**config.mk**
```make
export PLATFORM = sky130hd
export DESIGN_NAME = vicii_bus_arbiter
export DESIGN_NICKNAME = d
export VERILOG_FILES = /design/src/rtl/vicii_bus_arbiter.sv
export SDC_FILE = /design/constraint.sdc
export NUM_CORES = 1
export LEC_CHECK = 0
export ABC_AREA = 1
export BUFFER_PORTS_ARGS = -buffer_cell sky130_fd_sc_hd__clkbuf_2
export CAP_MARGIN = 20
export CORE_ASPECT_RATIO = 1.25
export CORE_MARGIN = 5
export CORE_UTILIZATION = 34
export DETAILED_ROUTE_END_ITERATION = 16
export PLACE_DENSITY = 0.81
export REMOVE_ABC_BUFFERS = 1
export SLEW_MARGIN = 25
export SYNTH_ARGS = -nofsm -noshare
export SYNTH_HDL_FRONTEND = slang
export SYNTH_SLANG_ARGS = --single-unit
```
**constraint.sdc**
```tcl
create_clock -name clk -period 1.7 [get_ports clk]
set_input_delay 0.085 -clock clk [delete_from_list [all_inputs] [get_ports clk]]
set_output_delay 0.085 -clock clk [all_outputs]
set_load 0.05 [all_outputs]
```
**src/rtl/vicii_bus_arbiter.sv**
```systemverilog
// VIC-II DMA bus arbiter: merges sprite/graphics fetch requests, muxes the memory address
// and steals CPU cycles through rdy/aec with a configurable BA->AEC delay.
module vicii_bus_arbiter #(
    parameter int unsigned STEAL_DELAY = 3
) (
    input  logic         clk,
    input  logic         reset,
    input  logic         ph,
    input  logic [111:0] sprite_ao,
    input  logic [7:0]   sprite_ba,
    input  logic [13:0]  gfx_ao,
    input  logic         gfx_ba,
    input  logic [13:0]  cpu_a,
    input  logic [7:0]   mem_d,
    output logic [13:0]  mem_a,
    output logic [7:0]   di,
    output logic         rdy,
    output logic         aec,
    output logic         dma
);

    typedef enum logic [1:0] {
        StIdle,
        StSteal,
        StOwn,
        StRelease
    } state_e;

    localparam logic [2:0] CntLast = 3'(STEAL_DELAY - 1);

    state_e      state_q, state_d;
    logic [2:0]  cnt_q, cnt_d;
    logic        rdy_q, rdy_d;
    logic        aec_q, aec_d;
    logic        dma_q, dma_d;
    logic        ph_q;
    logic [13:0] mem_a_q, mem_a_d;
    logic [7:0]  di_q;
    logic [13:0] vic_a;
    logic        req;
    logic        cpu_start;

    assign req       = (|sprite_ba) | gfx_ba;
    assign cpu_start = ph & ~ph_q;

    // Requester address windows never overlap, so a plain OR merges them.
    always_comb begin
        vic_a = gfx_ao;
        for (int i = 0; i < 8; i++) begin
            vic_a = vic_a | sprite_ao[14*i +: 14];
        end
    end

    always_comb begin
        mem_a_d = (!ph || !aec_q) ? vic_a : cpu_a;
    end

    always_comb begin
        state_d = state_q;
        cnt_d   = cnt_q;
        rdy_d   = rdy_q;
        aec_d   = aec_q;
        dma_d   = dma_q;
        unique case (state_q)
            StIdle: begin
                if (req) begin
                    state_d = StSteal;
                    cnt_d   = '0;
                    rdy_d   = 1'b0;
                end
            end
            StSteal: begin
                if (!req) begin
                    state_d = StIdle;
                    rdy_d   = 1'b1;
                end else if (cpu_start) begin
                    if (cnt_q == CntLast) begin
                        state_d = StOwn;
                        aec_d   = 1'b0;
                        dma_d   = 1'b1;
                    end else begin
                        cnt_d = cnt_q + 3'd1;
                    end
                end
            end
            StOwn: begin
                if (!req) begin
                    state_d = StRelease;
                    rdy_d   = 1'b1;
                    dma_d   = 1'b0;
                end
            end
            StRelease: begin
                // A fresh request restarts the steal window so the CPU can finish its writes.
                if (req) begin
                    state_d = StSteal;
                    cnt_d   = '0;
                    rdy_d   = 1'b0;
                    aec_d   = 1'b1;
                end else if (cpu_start) begin
                    state_d = StIdle;
                    aec_d   = 1'b1;
                end
            end
            default: begin
                state_d = StIdle;
            end
        endcase
    end

    always_ff @(posedge clk) begin
        if (reset) begin
            state_q <= StIdle;
            cnt_q   <= '0;
            rdy_q   <= 1'b1;
            aec_q   <= 1'b1;
            dma_q   <= 1'b0;
            ph_q    <= 1'b0;
            mem_a_q <= '0;
            di_q    <= '0;
        end else begin
            state_q <= state_d;
            cnt_q   <= cnt_d;
            rdy_q   <= rdy_d;
            aec_q   <= aec_d;
            dma_q   <= dma_d;
            ph_q    <= ph;
            mem_a_q <= mem_a_d;
            di_q    <= mem_d;
        end
    end

    assign mem_a = mem_a_q;
    assign di    = di_q;
    assign rdy   = rdy_q;
    assign aec   = aec_q;
    assign dma   = dma_q;

endmodule
```
==> results of run 1 <==
[layout by cell type, fill, tap and decap left out, drive strengths merged]
cell         count
nand3            7
nor2            44
nor3b            1
ha               7
nand2           31
nor3            15
clkbuf         190
dfxtp           31
a41oi           14
buf              6
nand3b           1
nand4            1
o21ai           22
a21oi            5
dlygate4sd3      6
nor4            14
inv             25
clkinv           1
bufinv           1
[cell families after synthesis]
family / synth area share [%]
adders and majority gates: 5.41
AOI/OAI and AO/OA: 16.2
and+or+nand+nor: 33.2
buffers and inverters: 6.88
DFF: 38.3
[final cells by class]
| class | instances | area (um2) |
|---|---|---|
| Tap cell | 60 | 75.1 |
| Sequential cell | 31 | 622 |
| Fill cell | 449 | 1870 |
| Clock buffer | 6 | 82.6 |
| Inverter | 25 | 93.8 |
| Multi-Input combinational cell | 162 | 893 |
| Timing Repair Buffer | 196 | 1030 |
| Clock inverter | 2 | 35.0 |
[sequential cells by signal, summed over array words and instances (netlist names), named ones only]
register,cells
aec,1
mem_a,14
dma,1
di,8
rdy,1
cnt_q,3
state_q,1
ph_q,1
[power by group through the flow]
stage	Clock [mW]	Combinational, mW	Sequential, mW
finish	0.751	1.27	0.896
global route	0.802	1.41	0.910
CTS	0.766	1.23	0.894
detailed placement	0	1.22	0.910
global placement	0	1.19	0.907
floorplan	0	0.530	1.18
[path summary, 6_finish.rpt]
kind / end / slack [ns] / depth (start not counted)
worst max register to register: cnt_q[2]$_SDFFE_PP0P_ / 0.15 / 8
worst max-delay path: cnt_q[2]$_SDFFE_PP0P_ / 0.15 / 8
worst min-delay path: di[3]$_SDFF_PP0_ / 0.01 / 3
worst min register to register: dma$_SDFFE_PP0P_ / 0.49 / 2
[timing repair]
| item | in CTS | in global routing |
|---|---|---|
| resized for setup | 0 | 3 |
| setup buffers | 0 | 1 |
| endpoints found under the hold margin | 6 | 0 |
| endpoints found under the setup margin | 0 | 3 |
| hold buffers | 6 | 0 |
[metal layers]
layer	vias to the layer above	share of wire (%)	track usage, %
li1	1162	-	-
met4	0	1.5	8.21
met2	114	54	35.5
met1	993	36	21.6
met5	-	0	0
met3	8	8.6	6.70
[cells in the mapped netlist]
| cell type | n |
|---|---|
| nor3b_2 | 1 |
| nor4_1 | 14 |
| nand2_2 | 2 |
| nand3b_1 | 1 |
| nand4_1 | 1 |
| a21oi_1 | 5 |
| nand2_4 | 1 |
| inv_1 | 22 |
| nor2_4 | 1 |
| inv_2 | 3 |
| nand2_1 | 28 |
| clkbuf_1 | 2 |
| o21ai_1 | 3 |
| ha_1 | 7 |
| buf_2 | 2 |
| a41oi_1 | 14 |
| nand3_1 | 7 |
| o21ai_0 | 18 |
| nor3_1 | 15 |
| nor2_2 | 5 |
| o21ai_2 | 1 |
| nor2_1 | 38 |
| dfxtp_1 | 31 |
[critical path: stages, from the launching register on]
cell	delay, ns
dfxtp_2	0.36
inv_1	0.08
ha_2	0.22
inv_2	0.09
nor2_1	0.06
nor3b_2	0.28
nand3_1	0.14
o21ai_0	0.16
nor2_1	0.06
[through the flow]
step | instance area [um2] | power, mW | hold slack (ns) | setup slack (ns) | util (%)
after floorplan | 1600 | 1.71 | 0.154 | 0.145 | -
after global placement | 2640 | 2.10 | 0.279 | 0.153 | 56.1
after detailed placement | 2640 | 2.13 | 0.283 | 0.0780 | 56.1
after CTS | 2810 | 2.89 | 0.000440 | 0.0709 | 59.9
after global routing | 2830 | 3.12 | 0.00512 | 0.0289 | 60.2
final | 2830 | 2.91 | 0.0109 | 0.145 | 60.2
==> impl_metrics.env, run 1 <==
export IMPL_p_leak_nw=1.57
export IMPL_cts_root_buf="clkbuf_8"
export IMPL_drt_total_wl_um=6480
export IMPL_ys_seq_elements=31
export IMPL_num_io_pins=185
export IMPL_tritoncts="done"
export IMPL_cp_end_kind="flip-flop"
export IMPL_yosys_warnings=0
export IMPL_drtAntennaViolNets=0
export IMPL_finalHoldViolations=0
export IMPL_fin_crit_ns=1.55
export IMPL_pwr_share_clk_pct=25.8
export IMPL_p_per_area_nw_per_um2=1030
export IMPL_antenna_cells=0
export IMPL_firstDrtPassIters=4
export IMPL_max_freq_ghz=0.643
export IMPL_wl_per_cell_um=13.4
export IMPL_antenna_found_initial=0
export IMPL_gr_total_overflow=0
export IMPL_die_w_um=71.7
export IMPL_rsz0062_at_grt="false"
export IMPL_combPwrFrac_pct=43.5
export IMPL_path_clk_slew_ns=0.07
export IMPL_grt_pass1_vias=2267
export IMPL_setup_viol=0
export IMPL_clkLatencyLatePin_ns=0.28
export IMPL_core_um2=4690
export IMPL_hpwl_um=5510
export IMPL_period_share_pct=91.5
export IMPL_grt_total_usage_pct=20.0
export IMPL_ys_types=23
export IMPL_tightest_slew_ns=0.353
export IMPL_grt_pass1_wl_um=9730
export IMPL_worstPathMaxFanout=6
export IMPL_outcome="complete, no violations"
export IMPL_start_util_pct=34.5
export IMPL_max_slew_margin_pct=76.2
export IMPL_grt_start_max_net_pins=29
export IMPL_drv_slew=0
export IMPL_area_growth_pct=74.7
export IMPL_synth_area_um2=1620
export IMPL_hold_start="mem_d[3]"
export IMPL_cts_buffer_depth=2
export IMPL_clkSinkCount=31
export IMPL_die_area_um2=6250
export IMPL_yosysTopAreaCell="dfxtp_1"
export IMPL_internal_power_mw=1.78
export IMPL_placedCellCount=467
export IMPL_synth_top_area_share_pct=38.3
export IMPL_maxCapViolations=0
export IMPL_nets=588
export IMPL_synth_seq_area_share_pct=38.3
export IMPL_routed_via_density=4.72
export IMPL_startpoint_type="flip-flop"
export IMPL_stdcell_count=482
export IMPL_cts_buffers=5
export IMPL_vias=2277
export IMPL_synth_area_leaders="dfxtp_1, nor2_1, a41oi_1"
export IMPL_ir_drop_v=0.000402
export IMPL_p_seq_share_pct=30.8
export IMPL_place_congestion=0.940
export IMPL_hp_class="input pin to flip-flop"
export IMPL_switching_power_mw=1.14
export IMPL_drc=0
export IMPL_fp_row_count=28
export IMPL_drive_above_1_share_pct=50.9
export IMPL_avgSynthCellArea_um2=7.29
export IMPL_skew_ns=0.00589
export IMPL_dieHeight_um=87.2
export IMPL_finalSetupTns_ns=0
export IMPL_arrival_ns=1.73
export IMPL_switching_share_pct=39.0
export IMPL_drt_iter0_markers=215
export IMPL_syn_inst=222
export IMPL_crit_required_ns=1.88
export IMPL_critical_path_class="flip-flop to flip-flop"
export IMPL_htreeDepth=2
export IMPL_port_buffers=184
Note: power is estimated with default switching activity, not from simulation.
==> run 2: changes to the inputs <==
--- a/config.mk
+++ b/config.mk
@@ -12,7 +12,7 @@
 export CORE_MARGIN = 5
 export CORE_UTILIZATION = 34
 export DETAILED_ROUTE_END_ITERATION = 16
-export PLACE_DENSITY = 0.81
+export PLACE_DENSITY_LB_ADDON = 0.15
 export REMOVE_ABC_BUFFERS = 1
 export SLEW_MARGIN = 25
 export SYNTH_ARGS = -nofsm -noshare
==> run 2 against run 1 <==
Against the previous run:
- clock skew is 0.0010 ns higher
- first-iteration DRC count decreased by 62%
- largest power group unchanged
- die area is the same
- final cell count rose by 0.21%
- total power shrank 0.78%
- critical endpoint unchanged
- setup slack better by 0.018 ns
- global-route usage is 1.2 points higher
==> impl_metrics.env, run 2 (synthesis results as in run 1) <==
export IMPL_routed_via_density=4.64
export IMPL_htreeDepth=2
export IMPL_worstPathMaxFanout=5
export IMPL_die_area_um2=6250
export IMPL_vias=2243
export IMPL_hpwl_um=5890
export IMPL_core_um2=4690
export IMPL_setup_slack_ns=0.163
export IMPL_fill_cells=494
export IMPL_layout_commonest_cell="clkbuf_2"
export IMPL_place_ws_ns=0.0782
export IMPL_cp_num_buf_inv=2
export IMPL_nets=589
export IMPL_drt_iter0_markers=81
export IMPL_p_per_area_nw_per_um2=1020
export IMPL_antenna_found_initial=0
export IMPL_finalHoldViolations=0
export IMPL_tightest_slew_ns=0.313
export IMPL_mostFrequentLayoutCells="clkbuf_2, nor2_1, dfxtp_1"
export IMPL_postCtsSetupRepairBufs=0
export IMPL_outcome="complete, no violations"
export IMPL_tritoncts="done"
export IMPL_grtUsageMet2_pct=37.2
export IMPL_path_common_cell="inv_1"
export IMPL_num_io_pins=185
export IMPL_drtAntennaViolNets=0
export IMPL_area_growth_pct=75.4
export IMPL_clkLatencyLatePin_ns=0.28
export IMPL_startpoint_type="flip-flop"
export IMPL_dieHeight_um=87.2
export IMPL_max_stage_delay_ns=0.36
export IMPL_maxCapViolations=0
export IMPL_max_freq_ghz=0.651
export IMPL_top_usage_layer="met2"
export IMPL_rsz0062_at_grt="false"
export IMPL_drt_total_wl_um=6690
export IMPL_antenna_cells=0
export IMPL_cts_buffers=5
export IMPL_period_share_pct=90.4
export IMPL_die_w_um=71.7
export IMPL_max_slew_margin_pct=79.2
export IMPL_wl_per_cell_um=13.9
export IMPL_crit_path_cell_trace="inv_1, ha_1, inv_1, o21ai_2, nand3_1, o21ai_1, nor2_1"
export IMPL_ir_drop_v=0.000520
export IMPL_grt_total_usage_pct=21.1
export IMPL_crit_path_top_delay_cell="dfxtp_2"
export IMPL_drive_above_1_share_pct=50.6
export IMPL_gr_total_overflow=0
export IMPL_largest_reg_flops=14
export IMPL_arrival_ns=1.70
export IMPL_drc=0
export IMPL_finalSetupTns_ns=0
export IMPL_fp_row_count=28
export IMPL_drv_slew=0
export IMPL_grt_pass1_vias=2280
export IMPL_setup_viol=0
export IMPL_cts_buffer_depth=2
export IMPL_cp_end_kind="flip-flop"
export IMPL_start_util_pct=34.5
export IMPL_hp_class="input pin to flip-flop"
export IMPL_grt_start_max_net_pins=29
export IMPL_critical_path_class="flip-flop to flip-flop"
export IMPL_worst_hold_slack_ns=0.0282
export IMPL_clkSinkCount=31
export IMPL_path_delay_family="flip-flops"
export IMPL_multi_input_area_um2=893
export IMPL_met1_usage_pct=21.3
export IMPL_grt_pass1_wl_um=10300
export IMPL_p_leak_nw=1.57
export IMPL_skew_ns=0.00693
export IMPL_fin_crit_ns=1.54
export IMPL_final_core_util_pct=60.5
export IMPL_firstDrtPassIters=4
export IMPL_place_congestion=0.893
export IMPL_met3_usage_pct=9.12
export IMPL_cts_root_buf="clkbuf_8"
export IMPL_path_clk_slew_ns=0.06
export IMPL_port_buffers=184
export IMPL_regArea_um2=622
export IMPL_crit_required_ns=1.86
==> run 2: what timing repair did <==
item / 4_1_cts / 5_1_grt
endpoints found under the hold margin: 8 / 0
gates resized for setup: 0 / 4
setup endpoints to repair: 0 / 2
hold buffers: 8 / 0
==> run 2: path summary, 6_finish.rpt <==
path	start	to	slack [ns]	cells past startpoint
hold reg to reg	dma$_SDFFE_PP0P_	dma$_SDFFE_PP0P_	0.49	2
hold / removal	ph	ph_q$_SDFF_PP0_	0.03	3
setup reg to reg	flip-flop	cnt_q[2]$_SDFFE_PP0P_	0.16	7
setup / recovery	flip-flop	cnt_q[2]$_SDFFE_PP0P_	0.16	7
==> run 2: area by class of cell <==
cell class              instances  area share (%)
clock buffers                   6            2.91
clock inverters                 2            1.23
inverters                      25            3.30
multi-input cells             162            31.5
flip-flops and latches         31            21.9
well taps                      60            2.64
repair buffers                197            36.6
==> run 2: tightest hold or removal path, stage by stage <==
cell and delay (ns):
clkbuf_2 0.10, inv_1 0.05, nor2_1 0.03
==> run 2: layer usage <==
metal / up-vias / part of all wire (%)
met5: - / 0
met4: 0 / 3.6
met3: 19 / 11
met2: 111 / 51
met1: 950 / 34
li1: 1163 / -
==> run 2: metrics by stage <==
step                std cells  total power, mW  instance area (um2)
CTS                       483             2.91                 2830
global route              483             3.10                 2840
detailed placement        467             2.14                 2640
floorplan                 218             1.71                 1600
finish                    483             2.89                 2840
global placement          467             2.13                 2640
==> run 2: power by group <==
part / leakage, nW / switching, mW / internal (mW)
combinational: 1.25 / 0.794 / 0.460
sequential: 0.259 / 0.0604 / 0.838
clock: 0.0612 / 0.265 / 0.474
